**config.mk**
```make
export PLATFORM = sky130hd
export DESIGN_NAME = mc_ctrl_flat
export DESIGN_NICKNAME = d
export VERILOG_FILES = /design/src/rtl/mc_ctrl_if.sv /design/src/rtl/mc_ctrl.sv /design/src/flat_wrapper.sv
export SDC_FILE = /design/constraint.sdc
export NUM_CORES = 1
export LEC_CHECK = 0
export CORE_ASPECT_RATIO = 1.2
export CORE_MARGIN = 1.5
export CORE_UTILIZATION = 46
export DETAILED_ROUTE_END_ITERATION = 12
export PLACE_DENSITY = 0.77
export RECOVER_POWER = 50
export SYNTH_ARGS = -nofsm -noshare
export SYNTH_HDL_FRONTEND = slang
export SYNTH_SLANG_ARGS = --single-unit
```
**constraint.sdc**
```tcl
create_clock -name i_clk -period 1.81 [get_ports i_clk]
set_input_delay 0.181 -clock i_clk [delete_from_list [all_inputs] [get_ports i_clk]]
set_output_delay 0.181 -clock i_clk [all_outputs]
set_load 0.01 [all_outputs]
```
**src/rtl/mc_ctrl_if.sv**
```systemverilog
// Control bundle between the multicycle sequencer and the MIPS datapath.
// master: sequencer side (drives selects/enables/status, samples opcode/flags).
// slave : datapath side (drives opcode, zero flag and memory ready).
interface mc_ctrl_if #(
  parameter int CNT_W = 32
);
  // datapath -> sequencer
  logic [5:0]       i_opcode;       // IR[31:26]
  logic             i_zero;         // ALU zero flag, consumed by the datapath
  logic             i_mem_ready;    // memory completes the access this cycle

  // sequencer -> datapath
  logic             o_pcWrite;      // unconditional PC load
  logic             o_pcWriteCond;  // PC load when zero
  logic             o_iorD;         // 0=PC addresses memory, 1=ALUOut
  logic             o_memRead;      // memory read strobe
  logic             o_memWrite;     // memory write strobe
  logic             o_irWrite;      // IR load
  logic             o_memToReg;     // 0=ALUOut, 1=MDR to regfile
  logic             o_regDst;       // 0=rt, 1=rd
  logic             o_regWrite;     // regfile write enable
  logic             o_aluSrcA;      // 0=PC, 1=A
  logic [1:0]       o_aluSrcB;      // 00=B, 01=4, 10=signext, 11=signext<<2
  logic [1:0]       o_aluOp;        // 00 add, 01 sub, 10 funct-decoded
  logic             o_aluConI;      // ALU control decodes opcode instead of funct
  logic [1:0]       o_pcSrc;        // 00=ALU, 01=ALUOut, 10=jump target

  // status / debug
  logic [3:0]       o_state;        // current state encoding
  logic [CNT_W-1:0] o_retired;      // retired-instruction count, wraps
  logic             o_illegal;      // one-cycle pulse on unknown opcode
  logic             o_fault;        // sticky memory-timeout flag

  modport master (
    input  i_opcode, i_zero, i_mem_ready,
    output o_pcWrite, o_pcWriteCond, o_iorD, o_memRead, o_memWrite, o_irWrite,
           o_memToReg, o_regDst, o_regWrite, o_aluSrcA, o_aluSrcB, o_aluOp,
           o_aluConI, o_pcSrc, o_state, o_retired, o_illegal, o_fault
  );

  modport slave (
    output i_opcode, i_zero, i_mem_ready,
    input  o_pcWrite, o_pcWriteCond, o_iorD, o_memRead, o_memWrite, o_irWrite,
           o_memToReg, o_regDst, o_regWrite, o_aluSrcA, o_aluSrcB, o_aluOp,
           o_aluConI, o_pcSrc, o_state, o_retired, o_illegal, o_fault
  );
endinterface

```
**src/rtl/mc_ctrl.sv**
```systemverilog
// Multicycle MIPS sequencer: Moore FSM driving all datapath selects/enables, one micro-step per clock.
// Latency: beq/j 3 cycles, R-type/I-ALU/sw 4, lw 5, plus one per memory not-ready cycle.
// Backpressure: i_mem_ready stalls FETCH/MEMRD/MEMWR; more than MEM_WAIT_MAX consecutive stalls -> FAULT.
//
// Ports:
//   i_clk  - clock, rising edge
//   i_rst  - asynchronous active-high reset (returns to FETCH, clears counters/fault)
//   bus    - mc_ctrl_if.master: opcode/zero/mem_ready in; datapath controls,
//            o_state, o_retired, o_illegal, o_fault out
module mc_ctrl #(
  parameter int MEM_WAIT_MAX = 15,  // tolerated consecutive not-ready cycles (>=1)
  parameter int CNT_W        = 32   // retired counter width
) (
  input  logic      i_clk,
  input  logic      i_rst,
  mc_ctrl_if.master bus
);

  localparam int WCNT_W = $clog2(MEM_WAIT_MAX + 1);

  // State encoding (visible on o_state for debug)
  localparam logic [3:0] S_FETCH  = 4'd0;
  localparam logic [3:0] S_DECODE = 4'd1;
  localparam logic [3:0] S_MEMADR = 4'd2;
  localparam logic [3:0] S_MEMRD  = 4'd3;
  localparam logic [3:0] S_MEMWB  = 4'd4;
  localparam logic [3:0] S_MEMWR  = 4'd5;
  localparam logic [3:0] S_EXEC   = 4'd6;
  localparam logic [3:0] S_ALUWB  = 4'd7;
  localparam logic [3:0] S_IEXEC  = 4'd8;
  localparam logic [3:0] S_IWB    = 4'd9;
  localparam logic [3:0] S_BRANCH = 4'd10;
  localparam logic [3:0] S_JUMP   = 4'd11;
  localparam logic [3:0] S_FAULT  = 4'd12;

  // Opcodes
  localparam logic [5:0] OP_RTYPE = 6'b000000;
  localparam logic [5:0] OP_LW    = 6'b100011;
  localparam logic [5:0] OP_SW    = 6'b101011;
  localparam logic [5:0] OP_BEQ   = 6'b000100;
  localparam logic [5:0] OP_J     = 6'b000010;
  localparam logic [5:0] OP_ADDI  = 6'b001000;
  localparam logic [5:0] OP_ANDI  = 6'b001100;
  localparam logic [5:0] OP_ORI   = 6'b001101;
  localparam logic [5:0] OP_SLTI  = 6'b001010;

  logic [3:0]        r_state;
  logic [WCNT_W-1:0] r_wait_cnt;
  logic [CNT_W-1:0]  r_retired;

  logic [3:0] w_next;
  logic       w_retire;
  logic       w_illegal;
  logic       w_mem_state;
  logic       w_wait_expired;

  // ---------------------------------------------------------------------------
  // Wait-state supervision: only states that own the memory port can stall.
  // The counter holds the number of not-ready cycles already spent in this
  // state, so a not-ready cycle seen with the counter at MEM_WAIT_MAX is the
  // (MEM_WAIT_MAX+1)th one and trips FAULT. A ready on that same cycle wins.
  // ---------------------------------------------------------------------------
  assign w_mem_state    = (r_state == S_FETCH) || (r_state == S_MEMRD) ||
                          (r_state == S_MEMWR);
  assign w_wait_expired = w_mem_state && !bus.i_mem_ready &&
                          (r_wait_cnt == WCNT_W'(MEM_WAIT_MAX));

  // ---------------------------------------------------------------------------
  // Next-state, retire and illegal-opcode decode
  // ---------------------------------------------------------------------------
  always_comb begin
    w_next    = r_state;
    w_retire  = 1'b0;
    w_illegal = 1'b0;
    case (r_state)
      S_FETCH: begin
        if (bus.i_mem_ready)     w_next = S_DECODE;
        else if (w_wait_expired) w_next = S_FAULT;
      end
      S_DECODE: begin
        case (bus.i_opcode)
          OP_RTYPE:                        w_next = S_EXEC;
          OP_LW, OP_SW:                    w_next = S_MEMADR;
          OP_BEQ:                          w_next = S_BRANCH;
          OP_J:                            w_next = S_JUMP;
          OP_ADDI, OP_ANDI, OP_ORI, OP_SLTI: w_next = S_IEXEC;
          default: begin
            // Unknown opcode: abandon the instruction without retiring it.
            w_next    = S_FETCH;
            w_illegal = 1'b1;
          end
        endcase
      end
      // IR is stable until the next FETCH, so the opcode still tells lw from sw.
      S_MEMADR: w_next = (bus.i_opcode == OP_LW) ? S_MEMRD : S_MEMWR;
      S_MEMRD: begin
        if (bus.i_mem_ready)     w_next = S_MEMWB;
        else if (w_wait_expired) w_next = S_FAULT;
      end
      S_MEMWB: begin
        w_next   = S_FETCH;
        w_retire = 1'b1;
      end
      S_MEMWR: begin
        if (bus.i_mem_ready) begin
          w_next   = S_FETCH;
          w_retire = 1'b1;
        end else if (w_wait_expired) begin
          w_next = S_FAULT;
        end
      end
      S_EXEC:  w_next = S_ALUWB;
      S_ALUWB: begin
        w_next   = S_FETCH;
        w_retire = 1'b1;
      end
      S_IEXEC: w_next = S_IWB;
      S_IWB: begin
        w_next   = S_FETCH;
        w_retire = 1'b1;
      end
      S_BRANCH, S_JUMP: begin
        w_next   = S_FETCH;
        w_retire = 1'b1;
      end
      S_FAULT: w_next = S_FAULT;  // only reset leaves FAULT
      default: w_next = S_FETCH;  // unused encodings recover to FETCH
    endcase
  end

  // ---------------------------------------------------------------------------
  // State, wait counter and retired counter
  // ---------------------------------------------------------------------------
  always_ff @(posedge i_clk or posedge i_rst) begin
    if (i_rst) begin
      r_state    <= S_FETCH;
      r_wait_cnt <= '0;
      r_retired  <= '0;
    end else begin
      r_state <= w_next;
      if (w_next != r_state)
        r_wait_cnt <= '0;
      else if (w_mem_state && !bus.i_mem_ready)
        r_wait_cnt <= r_wait_cnt + 1'b1;
      if (w_retire)
        r_retired <= r_retired + 1'b1;  // wraps naturally at 2^CNT_W
    end
  end

  // ---------------------------------------------------------------------------
  // Moore output decode. Strobes follow the state register, so an async reset
  // drops any pending memWrite in the same cycle. In FETCH, IR and PC load only
  // on the cycle the memory actually returns the instruction.
  // ---------------------------------------------------------------------------
  logic       w_pcWrite, w_pcWriteCond, w_iorD, w_memRead, w_memWrite, w_irWrite;
  logic       w_memToReg, w_regDst, w_regWrite, w_aluSrcA, w_aluConI;
  logic [1:0] w_aluSrcB, w_aluOp, w_pcSrc;

  always_comb begin
    w_pcWrite     = 1'b0;
    w_pcWriteCond = 1'b0;
    w_iorD        = 1'b0;
    w_memRead     = 1'b0;
    w_memWrite    = 1'b0;
    w_irWrite     = 1'b0;
    w_memToReg    = 1'b0;
    w_regDst      = 1'b0;
    w_regWrite    = 1'b0;
    w_aluSrcA     = 1'b0;
    w_aluSrcB     = 2'b00;
    w_aluOp       = 2'b00;
    w_aluConI     = 1'b0;
    w_pcSrc       = 2'b00;
    case (r_state)
      S_FETCH: begin
        w_memRead = 1'b1;
        w_aluSrcB = 2'b01;            // PC + 4
        w_irWrite = bus.i_mem_ready;
        w_pcWrite = bus.i_mem_ready;
      end
      S_DECODE: begin
        w_aluSrcB = 2'b11;            // speculative branch target
      end
      S_MEMADR: begin
        w_aluSrcA = 1'b1;
        w_aluSrcB = 2'b10;
      end
      S_MEMRD: begin
        w_memRead = 1'b1;
        w_iorD    = 1'b1;
      end
      S_MEMWB: begin
        w_memToReg = 1'b1;
        w_regWrite = 1'b1;
      end
      S_MEMWR: begin
        w_iorD     = 1'b1;
        w_memWrite = 1'b1;            // held for the whole wait
      end
      S_EXEC: begin
        w_aluSrcA = 1'b1;
        w_aluOp   = 2'b10;
      end
      S_ALUWB: begin
        w_regDst   = 1'b1;
        w_regWrite = 1'b1;
      end
      S_IEXEC: begin
        w_aluSrcA = 1'b1;
        w_aluSrcB = 2'b10;
        w_aluOp   = 2'b10;
        w_aluConI = 1'b1;
      end
      S_IWB: begin
        w_regWrite = 1'b1;
      end
      S_BRANCH: begin
        w_aluSrcA     = 1'b1;
        w_aluOp       = 2'b01;        // A - B drives the zero flag
        w_pcSrc       = 2'b01;
        w_pcWriteCond = 1'b1;
      end
      S_JUMP: begin
        w_pcSrc   = 2'b10;
        w_pcWrite = 1'b1;
      end
      default: ;                      // FAULT and unused: everything off
    endcase
  end

  assign bus.o_pcWrite     = w_pcWrite;
  assign bus.o_pcWriteCond = w_pcWriteCond;
  assign bus.o_iorD        = w_iorD;
  assign bus.o_memRead     = w_memRead;
  assign bus.o_memWrite    = w_memWrite;
  assign bus.o_irWrite     = w_irWrite;
  assign bus.o_memToReg    = w_memToReg;
  assign bus.o_regDst      = w_regDst;
  assign bus.o_regWrite    = w_regWrite;
  assign bus.o_aluSrcA     = w_aluSrcA;
  assign bus.o_aluSrcB     = w_aluSrcB;
  assign bus.o_aluOp       = w_aluOp;
  assign bus.o_aluConI     = w_aluConI;
  assign bus.o_pcSrc       = w_pcSrc;
  assign bus.o_state       = r_state;
  assign bus.o_retired     = r_retired;
  assign bus.o_illegal     = w_illegal;
  assign bus.o_fault       = (r_state == S_FAULT);

endmodule

```
**src/flat_wrapper.sv**
```systemverilog
// flat-port wrapper written by rule: the top's interface ports become plain ports
module mc_ctrl_flat 
#(
  parameter int MEM_WAIT_MAX = 15,                                                 
  parameter int CNT_W        = 32                           
)
  (i_clk, i_rst, bus_i_opcode, bus_i_zero, bus_i_mem_ready, bus_o_pcWrite, bus_o_pcWriteCond, bus_o_iorD, bus_o_memRead, bus_o_memWrite, bus_o_irWrite, bus_o_memToReg, bus_o_regDst, bus_o_regWrite, bus_o_aluSrcA, bus_o_aluSrcB, bus_o_aluOp, bus_o_aluConI, bus_o_pcSrc, bus_o_state, bus_o_retired, bus_o_illegal, bus_o_fault);
  mc_ctrl_if #(.CNT_W(CNT_W)) bus_i ();
  input  logic i_clk;
  input  logic i_rst;
  input wire logic [$bits(bus_i.i_opcode)-1:0] bus_i_opcode;
  input wire logic [$bits(bus_i.i_zero)-1:0] bus_i_zero;
  input wire logic [$bits(bus_i.i_mem_ready)-1:0] bus_i_mem_ready;
  output wire logic [$bits(bus_i.o_pcWrite)-1:0] bus_o_pcWrite;
  output wire logic [$bits(bus_i.o_pcWriteCond)-1:0] bus_o_pcWriteCond;
  output wire logic [$bits(bus_i.o_iorD)-1:0] bus_o_iorD;
  output wire logic [$bits(bus_i.o_memRead)-1:0] bus_o_memRead;
  output wire logic [$bits(bus_i.o_memWrite)-1:0] bus_o_memWrite;
  output wire logic [$bits(bus_i.o_irWrite)-1:0] bus_o_irWrite;
  output wire logic [$bits(bus_i.o_memToReg)-1:0] bus_o_memToReg;
  output wire logic [$bits(bus_i.o_regDst)-1:0] bus_o_regDst;
  output wire logic [$bits(bus_i.o_regWrite)-1:0] bus_o_regWrite;
  output wire logic [$bits(bus_i.o_aluSrcA)-1:0] bus_o_aluSrcA;
  output wire logic [$bits(bus_i.o_aluSrcB)-1:0] bus_o_aluSrcB;
  output wire logic [$bits(bus_i.o_aluOp)-1:0] bus_o_aluOp;
  output wire logic [$bits(bus_i.o_aluConI)-1:0] bus_o_aluConI;
  output wire logic [$bits(bus_i.o_pcSrc)-1:0] bus_o_pcSrc;
  output wire logic [$bits(bus_i.o_state)-1:0] bus_o_state;
  output wire logic [$bits(bus_i.o_retired)-1:0] bus_o_retired;
  output wire logic [$bits(bus_i.o_illegal)-1:0] bus_o_illegal;
  output wire logic [$bits(bus_i.o_fault)-1:0] bus_o_fault;
  assign bus_i.i_opcode = bus_i_opcode;
  assign bus_i.i_zero = bus_i_zero;
  assign bus_i.i_mem_ready = bus_i_mem_ready;
  assign bus_o_pcWrite = bus_i.o_pcWrite;
  assign bus_o_pcWriteCond = bus_i.o_pcWriteCond;
  assign bus_o_iorD = bus_i.o_iorD;
  assign bus_o_memRead = bus_i.o_memRead;
  assign bus_o_memWrite = bus_i.o_memWrite;
  assign bus_o_irWrite = bus_i.o_irWrite;
  assign bus_o_memToReg = bus_i.o_memToReg;
  assign bus_o_regDst = bus_i.o_regDst;
  assign bus_o_regWrite = bus_i.o_regWrite;
  assign bus_o_aluSrcA = bus_i.o_aluSrcA;
  assign bus_o_aluSrcB = bus_i.o_aluSrcB;
  assign bus_o_aluOp = bus_i.o_aluOp;
  assign bus_o_aluConI = bus_i.o_aluConI;
  assign bus_o_pcSrc = bus_i.o_pcSrc;
  assign bus_o_state = bus_i.o_state;
  assign bus_o_retired = bus_i.o_retired;
  assign bus_o_illegal = bus_i.o_illegal;
  assign bus_o_fault = bus_i.o_fault;
  mc_ctrl #(.MEM_WAIT_MAX(MEM_WAIT_MAX), .CNT_W(CNT_W)) u_core (.i_clk(i_clk), .i_rst(i_rst), .bus(bus_i));
endmodule
```
==> impl.org, run 1 <==
** Drt
- The pre-antenna-repair detailed-routing pass consisted of 5 iterations.
- Vias per Instance :: about 5.6
- The detail route stage leaves a number of antenna-violating nets equal to 0.
- Wire length reported by the detailed router :: 6.67 mm
- Number of DRC markers after the initial detailed-route iteration :: 198
- Post-route DRC violation count :: 0
- Vias :: ~2,400
- Routed WL per cell :: roughly 16 um

** Clocking
- Deepest clock path buffer count :: 2
- The clock drives 40 sinks.
- At the later pin of the worst-skew pair, clock insertion delay measures 0.30 ns.
- Clock-pin slew was measured on the worst setup and hold paths at 0.09 ns.
- CTS root buffer :: sky130_fd_sc_hd__clkbuf_8
- Buffers inserted to repair hold after CTS numbered 0.
- TritonCTS built the clock tree.
- Clock tree synthesis inserted a total of 5 buffers.
- H-tree levels :: 2

** Timing
- Static timing analysis puts the maximum clock frequency at 548 MHz.
- Final cycle utilization of the critical path :: 101%
- The final-report max-slew violation count came to 0.
- Setup violations remaining at the end of the flow were counted as 1.
- RSZ-0062 raised after global routing :: true
- Setup slack on the critical path of the routed design comes to -0.0151 ns.
- Slew @ Worst Pin :: 0.977 ns
- The number of hold violations in the final report was 0.
- The worst path in the final design needs a cycle of 1.83 ns, including I/O delays and setup.
- For the final routed database, the setup TNS stands at -0.0151 ns.
- Worst-case headroom to the max-slew limit :: 34.8%
- Between clock sinks in the finished design, the worst skew comes to 0.0102 ns.

** Global route
- Initial antenna violation count :: 0
- First-pass GRT wire length :: approximately 9.5 mm
- Largest net degree at the start of global routing :: 41
- Overall overflow remaining after global route :: 0
- Vias in the first global route :: 2,144
- Overall fraction of global-route tracks in use :: 22.6%

** Placed design
- At the end of routability-driven placement, the weighted congestion stood at 0.918.
- Sum of net half-perimeters after detailed placement :: around 4.3 mm
- Once placement completed, the tool counted placed cells totaling 407.
- Worst setup slack after placement :: -0.469 ns
- During placement, the flow inserted port buffers numbering 63.

** Floorplan
- Once the floorplan was initialized, standard cells occupied 47.8% of the core.
- Site row count :: 28
- The die covers 0.00557 mm2.
- Die height :: 81.5 um
- Die width :: around 68 um
- Ports placed on the boundary :: 65
- In this run the standard cell core region covers 0.00494 mm2.

** Run
- Max Cap Violations :: 0

** Worst setup path
- Last element of the critical path :: u_core.r_wait_cnt[2]
- The largest individual stage delay along the critical path comes from the cell sky130_fd_sc_hd__dfrtp_1.
- R2R Setup Slk :: -0.02 ns
- For this run, the slowest stage of the critical path takes 0.41 ns.
- Reg-to-reg critical path endpoint :: u_core.r_wait_cnt[2]
- Top cell family by delay on the critical path :: simple AND/OR/NAND/NOR gates
- Critical path required time :: 2.03 ns
- In this run the critical register-to-register path is launched from u_core.bus.o_state[3].
- Crit path DAT :: 2.05 ns
- Critical path peak fanout :: 7
- Path depth of the worst reg2reg path :: 8
- In this run the worst setup path begins at u_core.bus.o_state[3].
- Critical Path, Cell by Cell :: buf_6 > buf_6 > buf_6 > or2_4 > o22ai_4 > nand2_1 > xor2_1 > nor3_2
- Critical path's most frequent cell :: sky130_fd_sc_hd__buf_6
- Critical Path Sink Type :: register
- Counting both buffers and inverters, the worst setup path holds a total of 3.
- The critical path runs through a total of 8 cells.
- Crit path launch type :: register
- Start-to-end type of the worst setup path :: register to register

** Finish
- Cells with a size suffix above 1 make up 31.6% of the layout.
- 0 antenna diodes ended up in the layout.
- Layout Area Growth over Synthesis :: 59.5%
- For this run, the share of the core covered by cells in the final layout is about 76%.
- At the end of the flow, the number of nets in the layout was approximately 380.
- The finished layout holds 430 standard cells, fillers aside.
- The library cell used most frequently in the layout, excluding fill and tap cells, is sky130_fd_sc_hd__buf_4.
- Commonest cells after routing, fill and taps aside :: sky130_fd_sc_hd__buf_4, sky130_fd_sc_hd__clkdlybuf4s50_1, sky130_fd_sc_hd__dfrtp_1

** Power and ir drop
- Cell internal pwr :: 0.00272 W
- Leak Pwr :: between 1.5 and 2 nW
- Net Sw Power :: ~0.0016 W
- Power share of the combinational group :: 57.0%
- Net switching is 37.7% of the power.
- Part of the total power dissipated in the clock network :: 17.3%
- Power density over the cells :: 1160 mW/mm2
- Seq pwr share :: 25.6%
- Peak VDD IR :: 815 uV

** Yosys
- Cell area after synthesis :: 0.00236 mm2
- Synthesized netlist net count :: 263
- Counting flops and latches in the post-synthesis netlist gives 40.
- Summed over its instances, the top area cell type makes up 42.4% of the synthesized netlist area.
- After technology mapping, the gate count stands at between 200 and 300.
- For this run, the register share of the synthesized area comes to 42.4%.
- Dividing the synthesized area by the synthesized cell count gives roughly 9.4 um2.
- Of all cell types, the one taking the most synthesized area is sky130_fd_sc_hd__dfrtp_1.
- Largest cells by area after synthesis :: sky130_fd_sc_hd__dfrtp_1, sky130_fd_sc_hd__xnor2_1, sky130_fd_sc_hd__nand3_1, sky130_fd_sc_hd__nand2_1, sky130_fd_sc_hd__nor2_1
- Number of different library cells in the post-synthesis netlist :: 47
- The Yosys step of the flow raised 0 warnings.

** Status
- The final reports fail on setup timing.
- The run finished, with violations left.

** Min path
- The worst hold path begins at u_core.bus.o_retired[31].
- Path class of the lowest-slack min-delay path :: register to register
[repair_timing]
action                     CTS  global route
setup endpoints to repair   53            31
pin swaps                    9            18
resized for setup           55            43
buffers inserted             7             9
cloned                       0             1
[Yosys cell counts, drive strengths merged]
cell,n
nand3,24
a21oi,5
a221oi,1
ha,2
o31ai,2
dfrtp,40
inv,5
o221ai,1
o22ai,3
a32oi,1
nor2b,2
or3,2
xnor2,32
nand3b,1
nand2,22
a31o,1
o211ai,2
or2,4
and4,2
nand4b,2
nand4,11
nor2,22
or3b,2
and3,6
clkbuf,3
nand2b,3
buf,11
a41oi,1
xor2,4
mux2,3
a2111o,1
nor3,17
a21boi,1
a211oi,4
o21ai,4
mux2i,1
nor4,3
[cell families after synthesis]
kind of cell / share of synthesized area [%]
fa+ha+maj: 1.06
mux: 1.86
compound gates: 8.96
flops: 42.4
xor+xnor: 13.4
simple gates: 28.0
buf+inv: 4.29
[cell type report]
cell class | instances | area (um2)
sequential | 40 | 1000
clock inverter | 3 | 46.3
multi-input combinational | 192 | 1420
timing repair buffer | 125 | 1140
clock buffer | 5 | 68.8
inverter | 5 | 18.8
fill | 342 | 1170
tap | 60 | 75.1
[power groups by stage]
stage	sequential, W	combinational (W)	clock (W)
after floorplan	0.00117	0.000950	0
after global placement	0.00112	0.00199	0
after detailed placement	0.00113	0.00202	0
after CTS	0.00111	0.00217	0.000764
after global routing	0.00113	0.00266	0.000813
final	0.00112	0.00249	0.000758
[routing by layer]
| metal | GRT usage [%] | share of wire, % |
|---|---|---|
| met5 | 0 | 0 |
| met2 | 39.5 | 54 |
| met1 | 26.8 | 40 |
| met3 | 3.29 | 4.5 |
| met4 | 10.4 | 1.9 |
[metrics by stage]
step,area [um2],power (W),hold WS [ns]
detailed placement,3340,0.00315,0.469
global placement,3340,0.00312,0.462
CTS,3570,0.00405,0.315
finish,3760,0.00437,0.478
floorplan,2360,0.00212,0.369
global route,3760,0.00460,0.500
[how the worst min path moves through the flow]
| stage | depth (start not counted) | endpoint | slack, ns |
|---|---|---|---|
| finish | 1 | u_core.bus.o_retired[31] | 0.48 |
| global route | 1 | u_core.bus.o_retired[31] | 0.50 |
| CTS | 3 | u_core.bus.o_retired[10] | 0.32 |
| detailed placement | 1 | u_core.bus.o_retired[31] | 0.47 |
| global placement | 1 | u_core.bus.o_retired[31] | 0.46 |
| floorplan | 2 | u_core.bus.o_state[0] | 0.37 |
[flip-flops by register name (all words and copies together) (netlist names)]
| name | cells |
|---|---|
| u_core.bus.o_state | 4 |
| u_core.r_wait_cnt | 4 |
| u_core.bus.o_retired | 32 |
Power figures use the tool's default switching activity.
==> run 2, diff against run 1 <==
CORE_UTILIZATION = 44   (was 46)
HOLD_SLACK_MARGIN = 0.05   (was not set)
clock period = 1.62 ns   (was 1.81 ns; I/O delays follow)
==> run 2 against run 1 <==
  * The run still ends with setup timing left
  * Sequential share of layout area shrank 1.5 points
  * Worst hold slack gained 0.0054 ns
  * Register-to-register slack lost 0.25 ns
  * Flip-flop and latch count is the same
  * Critical endpoint is now u_core.r_wait_cnt[3]
  * Largest cell class unchanged
==> impl.org, run 2 (synthesized netlist as in run 1, its figures left out) <==
** Status
- Violations in the final reports :: setup timing
- Status :: finished, violations left

** Drt
- Dividing the detail-routed via count by the number of cells gives 5.63.
- For this block, the via count after detailed routing is around 2,500.
- Post-detailed-route count of antenna-violating nets :: 0
- After detailed routing, the number of remaining DRC violations is 0.
- Routed WL per cell :: 17.6 um
- The pre-antenna-repair detailed-routing pass consisted of 4 iterations.
- Wire length reported by the detailed router :: 7.85 mm
- Number of DRC markers after the initial detailed-route iteration :: approximately 180

** Finish
- Final #Nets :: 396
- Register Area :: 0.00100 mm2
- Fraction of layout instances using a drive strength above 1 :: 41.8%
- Number of filler cells placed in the layout :: ~370
- Most frequent standard cell in the layout excluding fill and tap cells :: sky130_fd_sc_hd__buf_4
- Final cell utilization of the core :: 76.3%
- In the final layout, the multi-input gates occupy 0.00154 mm2.
- The register with the most flip-flops in the layout has 32 of them.
- The area growth from synthesis to layout is 69.0%.
- The number of antenna diodes in the final layout is 0.
- Commonest cells after routing, fill and taps aside :: sky130_fd_sc_hd__buf_4, sky130_fd_sc_hd__clkdlybuf4s50_1, sky130_fd_sc_hd__dfrtp_1

** Worst setup path
- Top cell family by delay on the critical path :: flip-flops
- The worst register-to-register path has a setup slack of -0.27 ns.
- The critical path contains buffers and inverters numbering 2 combined.
- Critical Path Sink Type :: register
- Walking the worst path, the cells encountered are buf_6 > nand2b_4 > buf_4 > mux2_2 > o211ai_1 > a41oi_4 > nor3_2.
- Crit path DAT :: about 2.1 ns
- For the worst setup path, the data required time is 1.83 ns.
- Slowest library cell on the worst path :: sky130_fd_sc_hd__dfrtp_2
- Critical path peak fanout :: 5
- The largest single stage delay on the critical path is roughly 0.46 ns.
- Start-to-end type of the worst setup path :: register to register
- The worst setup path is launched from a register.

** Timing
- Worst hold slack :: 0.483 ns
- Setup violations remaining at the end of the flow were counted as 50.
- Max Freq :: about 530 MHz
- Setup slack on the critical path of the routed design comes to -0.269 ns.
- Minimum clock period after layout :: 1.89 ns
- Setup repair after global routing could not meet its margin everywhere.
- Final cycle utilization of the critical path :: 117%
- Number of endpoints with negative hold slack in the final report :: 0
- The final-report max-slew violation count is 0.
- Final Skew :: ~0.0044 ns
- Slew @ Worst Pin :: 0.994 ns
- Total negative setup slack :: -5.37 ns
- Measured against its own limit, the worst slew margin works out to 33.7%.

** Clocking
- Clock Latency Late Sink :: 0.29 ns
- Clock buffer count from CTS :: 5
- The tree is rooted in a sky130_fd_sc_hd__clkbuf_8.
- In this run, post-CTS hold repair placed 0 buffers.
- The longest clock path from root to sink contains 2 buffers.
- TritonCTS clock tree :: built
- The clock drives 40 sinks.
- Clock transition time at the flip-flop clock pins of the worst setup and hold paths :: ~0.08 ns
- In this run the number of H-tree levels came out at 2.

** Run
- Across the run, the number of max-cap violations was 0.

** Placed design
- RD Place Congestion :: 0.837
- Worst setup slack after placement :: -0.590 ns
- Sum of net half-perimeters after detailed placement :: 4.43 mm
- Port Buf Inserts :: 63

** Floorplan
- Initial core utilization :: between 40 and 50%
- The total area inside the core boundary comes to between 0.005 and 0.006 mm2.
- In this run the count of I/O pins placed on the die edge is 65.
- Area enclosed by the die boundary :: 0.00581 mm2
- Die height :: 83.2 um
- The floorplan has 29 rows.
- Die width :: 69.9 um

** Global route
- Across every metal layer, demand over resource in global routing totals 24.3%.
- Overall overflow remaining after global route :: 0
- Entering global routing, the biggest net connects 41 pins.
- Vias in the first global route :: 2,476
- The number of antenna violations at the first check in global routing was 0.
- First-pass GRT wire length :: roughly 11 mm

** Min path
- The min-delay analysis places its worst path in the category register to register.

** Power and ir drop
- Across the VDD grid, the largest voltage drop is 1140 uV.
- Power density over the cells :: 1290 mW/mm2
- Summed over all cells, the static leakage comes to 1.71 nW.
run 2: changes by cell type in the layout (fill, tap and decap cells not counted), moves of 3 or more:
cell / delta
sky130_fd_sc_hd__nor2_1: -6
sky130_fd_sc_hd__dlygate4sd3_1: -3
sky130_fd_sc_hd__buf_2: +8
sky130_fd_sc_hd__nand3_1: -3
sky130_fd_sc_hd__nand3_2: +3
sky130_fd_sc_hd__nor2_2: +3
sky130_fd_sc_hd__nor2_4: +3
sky130_fd_sc_hd__clkbuf_2: -5
sky130_fd_sc_hd__dlygate4sd2_1: -3
sky130_fd_sc_hd__buf_4: +15
run 2: timing repair:
action / in CTS / in global routing
pin swaps: 24 / 25
resized for setup: 121 / 40
gates cloned: 0 / 1
buffers inserted: 18 / 8
setup endpoints to repair: 56 / 56
run 2: path summary, 6_finish.rpt:
kind | startpoint | cells past startpoint | to
max reg2reg | u_core.bus.o_state[3] | 7 | u_core.r_wait_cnt[3]
min in group asynchronous | i_rst | 3 | u_core.bus.o_state[0]
min | u_core.bus.o_retired[31] | 1 | u_core.bus.o_retired[31]
max in group asynchronous | i_rst | 3 | u_core.bus.o_state[2]
min reg2reg | u_core.bus.o_retired[31] | 1 | u_core.bus.o_retired[31]
max | u_core.bus.o_state[3] | 7 | u_core.r_wait_cnt[3]
run 2: report_power, final:
group / switching [W] / leakage [nW] / internal, W / total, W
clock: 0.000353 / 0.0510 / 0.000340 / 0.000693
sequential: 0.000114 / 0.542 / 0.00112 / 0.00124
combinational: 0.00156 / 1.11 / 0.00166 / 0.00322
total: 0.00203 / 1.71 / 0.00313 / 0.00515
run 2: per-stage QoR:
step	cell area, um2	power [W]	cells
after detailed placement	3390	0.00351	413
after floorplan	2370	0.00238	251
after global placement	3390	0.00346	413
final	3990	0.00515	447
after CTS	3780	0.00468	439
after global routing	3990	0.00540	447
run 2: worst reg2reg max path, delay by kind of cell, from the launching register on:
family | cells | cell delay, ns
flops | 1 | 0.46
compound gates | 2 | 0.44
simple gates | 2 | 0.34
mux | 1 | 0.26
buf+inv | 2 | 0.30
run 2: metal layers:
layer,share of wire (%),GRT usage [%],wire length (um),up-vias
met2,52,42.4,4120,101
met4,4.3,13.5,340,0
met1,39,27.6,3080,1227
met5,0,0,0,-
met3,3.9,4.37,306,30
li1,-,-,-,1160
run 2: cell type report:
class	instances	area share [%]
Tap cell	62	1.95
Clock buffer	6	2.07
Timing Repair Buffer	140	31.4
Sequential cell	40	25.2
Clock inverter	2	0.251
Inverter	5	0.533
Multi-Input combinational cell	192	38.6
==> run 3, diff against run 2 <==
CAP_MARGIN = 25   (was not set)
==> results of run 3 <==
The final DEF is identical to that of run 2; final timing and power are the same.
